===== config.mk =====
export PLATFORM = sky130hd
export DESIGN_NAME = load_store_unit
export DESIGN_NICKNAME = d
export VERILOG_FILES = /design/src/rtl/lsu_pkg.sv /design/src/rtl/load_store_unit.sv
export SDC_FILE = /design/constraint.sdc
export NUM_CORES = 1
export LEC_CHECK = 0
export CORE_MARGIN = 1
export CORE_UTILIZATION = 42
export DETAILED_ROUTE_END_ITERATION = 16
export HOLD_SLACK_MARGIN = 0.03
export PLACE_DENSITY = 0.73
export SLEW_MARGIN = 20
export SYNTH_ARGS = -nofsm -noshare
export SYNTH_HDL_FRONTEND = slang
export SYNTH_SLANG_ARGS = --single-unit

===== constraint.sdc =====
create_clock -name clk_i -period 2.7 [get_ports clk_i]
set_clock_uncertainty 0.2 [all_clocks]
set_input_delay 0.27 -clock clk_i [delete_from_list [all_inputs] [get_ports clk_i]]
set_output_delay 0.27 -clock clk_i [all_outputs]
set_load 0.01 [all_outputs]

===== src/rtl/lsu_pkg.sv =====
// Shared types, funct3 codes and helpers for the load/store unit.
// Access-count and load-extension rules live here so the FSM stays small.
package lsu_pkg;

  typedef enum logic [1:0] {
    ST_IDLE   = 2'd0,
    ST_ACCESS = 2'd1,
    ST_RESP   = 2'd2
  } lsu_state_e;

  localparam logic [2:0] F3_B  = 3'b000;
  localparam logic [2:0] F3_H  = 3'b001;
  localparam logic [2:0] F3_W  = 3'b010;
  localparam logic [2:0] F3_BU = 3'b100;
  localparam logic [2:0] F3_HU = 3'b101;

  typedef struct packed {
    logic [2:0] n;
    logic       byte_mode;
  } lsu_count_t;

  function automatic lsu_count_t lsu_access_count(input logic [2:0] funct3,
                                                  input logic [1:0] addr_lo);
    lsu_count_t c;
    c.n         = 3'd1;
    c.byte_mode = 1'b1;
    case (funct3)
      F3_W: begin
        if (addr_lo == 2'b00) begin
          c.n         = 3'd1;
          c.byte_mode = 1'b0;
        end else begin
          c.n         = 3'd4;
          c.byte_mode = 1'b1;
        end
      end
      F3_H, F3_HU: c.n = 3'd2;
      default:     c.n = 3'd1;
    endcase
    return c;
  endfunction

  function automatic logic lsu_is_illegal(input logic [2:0] funct3, input logic we);
    logic bad;
    case (funct3)
      3'b011, 3'b110, 3'b111: bad = 1'b1;
      default:                bad = funct3[2] & we;
    endcase
    return bad;
  endfunction

  function automatic logic [31:0] lsu_extend(input logic [2:0] funct3, input logic [31:0] raw);
    logic [31:0] r;
    case (funct3)
      F3_B:    r = {{24{raw[7]}}, raw[7:0]};
      F3_H:    r = {{16{raw[15]}}, raw[15:0]};
      F3_BU:   r = {24'h000000, raw[7:0]};
      F3_HU:   r = {16'h0000, raw[15:0]};
      default: r = raw;
    endcase
    return r;
  endfunction

endpackage


===== src/rtl/load_store_unit.sv =====
// Load/store initiator: one request per handshake, halfword and misaligned words
// are split into byte-wide memory cycles; loads are assembled then extended.
module load_store_unit
  import lsu_pkg::*;
#(
  parameter int DATA_WIDTH = 32,
  parameter int BYTE_WIDTH = 8
) (
  input  logic                  clk_i,
  input  logic                  rst_ni,
  input  logic                  req_valid_i,
  output logic                  req_ready_o,
  input  logic                  req_we_i,
  input  logic [2:0]            req_funct3_i,
  input  logic [DATA_WIDTH-1:0] req_addr_i,
  input  logic [DATA_WIDTH-1:0] req_wdata_i,
  output logic                  resp_valid_o,
  output logic [DATA_WIDTH-1:0] resp_rdata_o,
  output logic                  resp_err_o,
  output logic                  mem_we_o,
  output logic                  mem_byte_op_o,
  output logic [DATA_WIDTH-1:0] mem_addr_o,
  output logic [DATA_WIDTH-1:0] mem_wd_o,
  input  logic [DATA_WIDTH-1:0] mem_rd_i
);

  lsu_state_e            r_state;
  lsu_state_e            w_state_nxt;
  logic                  r_we;
  logic [2:0]            r_funct3;
  logic [DATA_WIDTH-1:0] r_addr;
  logic [DATA_WIDTH-1:0] r_wdata;
  logic [DATA_WIDTH-1:0] r_acc;
  logic [1:0]            r_idx;
  logic [1:0]            r_last;
  logic                  r_byte_mode;
  logic                  r_err;

  logic                  w_hs;
  logic                  w_illegal;
  lsu_count_t            w_cnt;
  logic [1:0]            w_last;
  logic [4:0]            w_lane_lsb;

  assign w_hs       = req_valid_i & req_ready_o;
  assign w_illegal  = lsu_is_illegal(req_funct3_i, req_we_i);
  assign w_cnt      = lsu_access_count(req_funct3_i, req_addr_i[1:0]);
  // N=4 wraps to index 3, so the last index is always N-1 in two bits.
  assign w_last     = 2'(w_cnt.n - 3'd1);
  assign w_lane_lsb = {r_idx, 3'b000};

  // State register.
  always_ff @(posedge clk_i or negedge rst_ni) begin
    if (!rst_ni) begin
      r_state <= ST_IDLE;
    end else begin
      r_state <= w_state_nxt;
    end
  end

  // Next-state logic.
  always_comb begin
    w_state_nxt = r_state;
    case (r_state)
      ST_IDLE: begin
        if (w_hs) begin
          w_state_nxt = w_illegal ? ST_RESP : ST_ACCESS;
        end else begin
          w_state_nxt = ST_IDLE;
        end
      end
      ST_ACCESS: begin
        if (r_idx == r_last) begin
          w_state_nxt = ST_RESP;
        end else begin
          w_state_nxt = ST_ACCESS;
        end
      end
      ST_RESP: w_state_nxt = ST_IDLE;
      default: w_state_nxt = ST_IDLE;
    endcase
  end

  // Request latch, byte index and load-data accumulator.
  always_ff @(posedge clk_i or negedge rst_ni) begin
    if (!rst_ni) begin
      r_we        <= 1'b0;
      r_funct3    <= 3'b000;
      r_addr      <= '0;
      r_wdata     <= '0;
      r_acc       <= '0;
      r_idx       <= 2'd0;
      r_last      <= 2'd0;
      r_byte_mode <= 1'b0;
      r_err       <= 1'b0;
    end else if (r_state == ST_IDLE && w_hs) begin
      r_we        <= req_we_i;
      r_funct3    <= req_funct3_i;
      r_addr      <= req_addr_i;
      r_wdata     <= req_wdata_i;
      r_acc       <= '0;
      r_idx       <= 2'd0;
      r_last      <= w_last;
      r_byte_mode <= w_cnt.byte_mode;
      r_err       <= w_illegal;
    end else if (r_state == ST_ACCESS) begin
      r_idx <= r_idx + 2'd1;
      if (!r_we) begin
        if (r_byte_mode) begin
          r_acc[w_lane_lsb +: BYTE_WIDTH] <= mem_rd_i[BYTE_WIDTH-1:0];
        end else begin
          r_acc <= mem_rd_i;
        end
      end
    end
  end

  // Memory port and response outputs, decoded from registered state.
  always_comb begin
    req_ready_o   = (r_state == ST_IDLE);
    mem_we_o      = 1'b0;
    mem_byte_op_o = 1'b0;
    mem_addr_o    = '0;
    mem_wd_o      = '0;
    resp_valid_o  = 1'b0;
    resp_err_o    = 1'b0;
    resp_rdata_o  = '0;
    if (r_state == ST_ACCESS) begin
      mem_we_o = r_we;
      if (r_byte_mode) begin
        mem_byte_op_o = 1'b1;
        mem_addr_o    = r_addr + DATA_WIDTH'(r_idx);
        mem_wd_o      = {{(DATA_WIDTH-BYTE_WIDTH){1'b0}}, r_wdata[w_lane_lsb +: BYTE_WIDTH]};
      end else begin
        mem_addr_o = r_addr;
        mem_wd_o   = r_wdata;
      end
    end else if (r_state == ST_RESP) begin
      resp_valid_o = 1'b1;
      resp_err_o   = r_err;
      if (r_err || r_we) begin
        resp_rdata_o = '0;
      end else begin
        resp_rdata_o = lsu_extend(r_funct3, r_acc);
      end
    end else begin
      req_ready_o = (r_state == ST_IDLE);
    end
  end

endmodule


==> flow_summary.json <==
{
  "cts_inserted_buffers": 9,
  "area_delta_synth_final_pct": 49.7,
  "ys_warn_count": 0,
  "start_kind": "flip-flop",
  "routed_wl_mm": 19.3,
  "drtIter0Drc": 308,
  "violations": "negative setup slack",
  "rsz0062_at_grt": "yes",
  "postRouteAntennaNets": 0,
  "grt_max_degree": 62,
  "synth-seq-area-share_pct": 43.6,
  "cts-root-buf": "clkbuf_16",
  "setup_violations": 11,
  "fin_hold_ws_ps": 233,
  "r2r_cells": 8,
  "drt-pass1-iter-count": 5,
  "syn_inst": 743,
  "timing.final.ws_setup_ps": -253,
  "synth_cell_type_count": 50,
  "die_area_mm2": 0.0152,
  "required_ps": 2230,
  "cts_tree": "built",
  "crit_slowest_cell": "or4_1",
  "hold_path.class": "primary input to flip-flop",
  "worstPathArrival_ps": 2480,
  "io_pins": 204,
  "initial_core_util_pct": 42.8,
  "cpPeakStageDelay_ps": 500,
  "cts_max_level": 3,
  "slew-limit-headroom_pct": 58.0,
  "regToRegStartpoint": "r_idx[0]",
  "antenna_found_initial": 0,
  "gp_congestion": 0.836,
  "synth-main-ff-cell": "dfrtp_1",
  "route.detailed.drc": 0,
  "leakage_nw": 4.57,
  "grt_pass1_vias": 5787,
  "synth_area_mm2": 0.00620,
  "routedWlPerCell_um": 16.8,
  "fp.coreArea_mm2": 0.0145,
  "vias_per_cell": 5.40,
  "clock_path_buffers": 2,
  "gr-total-overflow": 0,
  "slew_violations": 0,
  "r2r_end": "r_acc[10]",
  "die_x_um": 123,
  "num_rows": 44,
  "p_per_area_mw_per_mm2": 856,
  "clk_latency_ps": 350,
  "finalPower_mw": 7.94,
  "grt_util_all_layers_pct": 25.3,
  "clk_pin_slew_ps": 80,
  "numClockSinks": 108,
  "max_freq_mhz": 339,
  "grt_pass1_wl_mm": 29.6,
  "cp-end-kind": "output pin",
  "synth_enable_flop_cells": 0,
  "synth-seq-cells": 108,
  "cp_cell_sequence": "ha_2 -> inv_2 -> fa_2 -> and3b_2 -> nand4_4 -> or4_1 -> a21oi_1 -> buf_2",
  "syn_nets": 853,
  "hold_violations": 0,
  "cap_violations": 0,
  "irDropWorstVdd_v": 0.000418,
  "drive_above_1_share_pct": 16.6,
  "outcome": "finished, violations left",
  "nNetsFinal": 1074,
  "worstPathMaxFanout": 6,
  "syn_area_per_cell_um2": 8.34,
  "worst_slew_pin_slew_ps": 631,
  "hpwl_mm": 13.3,
  "critPathKind": "flip-flop to output pin",
  "min_period_ps": 2950,
  "startpoint": "r_idx[0]",
  "async_flop_share_pct": 100,
  "fin_crit_sh_pct": 109,
  "worst-r2r-setup-slack_ps": 480,
  "die_h_um": 123,
  "cp-endpoint": "mem_addr_o[24]",
  "port_buffers": 203,
  "antennaDiodeCount": 0,
  "num_vias": 6226
}
==> power by group <==
group / leakage [nW] / internal (mW) / switching, mW / total (mW)
sequential: 1.37 / 2.25 / 0.565 / 2.82
clock: 0.159 / 0.826 / 0.629 / 1.46
combinational: 3.04 / 1.61 / 2.06 / 3.67
total: 4.57 / 4.69 / 3.25 / 7.94
==> metal layers <==
metal / global-route usage, % / share of wire, % / vias to the layer above
met5: 0 / 0 / -
met4: 9.79 / 2.5 / 0
met3: 4.34 / 5.5 / 36
met2: 38.9 / 46 / 206
met1: 35.4 / 46 / 2950
li1: - / - / 3034
==> cells in the mapped netlist (all sizes together), types with 7 or more instances <==
| cell type | n | share of area [%] |
|---|---|---|
| nand2 | 215 | 13 |
| dfrtp | 108 | 44 |
| nand3 | 13 | 1.3 |
| o22ai | 8 | 0.81 |
| or4 | 11 | 1.3 |
| nor2 | 15 | 0.91 |
| a22oi | 24 | 2.9 |
| clkbuf | 36 | 2.2 |
| a21oi | 55 | 4.4 |
| o31ai | 14 | 1.7 |
| inv | 28 | 1.7 |
| and3 | 25 | 2.5 |
| nand4 | 9 | 1.4 |
| a22o | 8 | 1.1 |
| buf | 17 | 1.7 |
| o2bb2ai | 24 | 3.4 |
| mux2 | 8 | 1.5 |
| o21ai | 36 | 3.0 |
| or3 | 7 | 0.71 |
| and2 | 14 | 1.4 |
| nand2b | 7 | 0.75 |
==> per-stage QoR <==
step           instance area (um2)  utilization [%]  setup TNS, ps  cells  worst slack [ps]
5_1_grt                       9280             64.1          -3430   1153              -339
3_5_place_dp                  8620             59.5          -4890   1123              -392
6_report                      9280             64.1          -2180   1153              -253
3_3_place_gp                  8620             59.5          -4000   1123              -340
2_1_floorplan                 6200                -              0    743              2.41
4_1_cts                       9100             62.8          -2300   1146              -339
==> repair_timing <==
item / in CTS / in global routing
endpoints found under the hold margin: 47 / 0
resized for setup: 136 / 52
hold buffers: 1 / 0
buffers inserted: 5 / 8
cloned: 1 / 0
pin swaps: 23 / 9
setup endpoints to repair: 63 / 74
==> registers in the layout, indices dropped and copies added, names as in the netlist <==
register,flops
r_last,2
r_err,1
r_acc,32
r_we,1
r_byte_mode,1
r_wdata,32
r_idx,2
r_state,2
r_funct3,3
r_addr,32
==> placed cells by master, fill, tap and decap left out, types with 5 or more instances in the layout <==
cell type        count
a22o_1               8
clkdlybuf4s50_1    146
o21ai_0             34
o31ai_1             13
inv_1               25
buf_12               5
and3_1              25
nand3_1             11
nor2_1              15
buf_4               45
dlymetal6s2s_1      29
and2_1              12
buf_2               23
xnor2_1              5
a21oi_2              8
xor2_1               5
a21oi_1             46
or3_1                5
or4_4                6
dfrtp_1            105
clkbuf_16            9
nand2_1            212
mux2_2               8
or4_1                5
nand2b_1             5
o2bb2ai_1           24
nand4_1              7
mux2i_1              6
o22ai_1              8
buf_6               10
a22oi_1             24
==> layout make-up <==
type	count	area, um2
fillers	1227	5200
multi-input cells	554	3370
inverters	28	113
repair buffers	263	2530
well taps	184	230
clock inverters	6	93.8
flip-flops and latches	108	2710
clock buffers	10	229
==> cell families after synthesis <==
logic type | after synthesis | synth area share, %
simple gates | 341 | 26.4
buf+inv | 82 | 5.73
mux | 14 | 2.42
flops | 108 | 43.6
xor+xnor | 10 | 1.41
fa+ha+maj | 7 | 1.53
compound gates | 181 | 18.9
==> worst max-delay path: cells and delay by family, from the launching register on <==
| kind | cells | cell delay [ps] |
|---|---|---|
| and+or+nand+nor | 3 | 930 |
| buffers and inverters | 2 | 180 |
| adders and majority gates | 2 | 520 |
| DFF | 1 | 370 |
| AOI/OAI and AO/OA | 1 | 140 |
==> worst min-delay path by stage <==
stage,from,to,slack [ps],cells after the start
floorplan,rst_ni,r_acc[0],-230,0
global placement,rst_ni,r_addr[12],120,1
detailed placement,rst_ni,r_addr[12],120,1
CTS,req_wdata_i[20],r_wdata[20],230,3
global route,req_addr_i[5],r_addr[5],250,3
finish,req_wdata_i[20],r_wdata[20],230,3
Power figures use the tool's default switching activity.
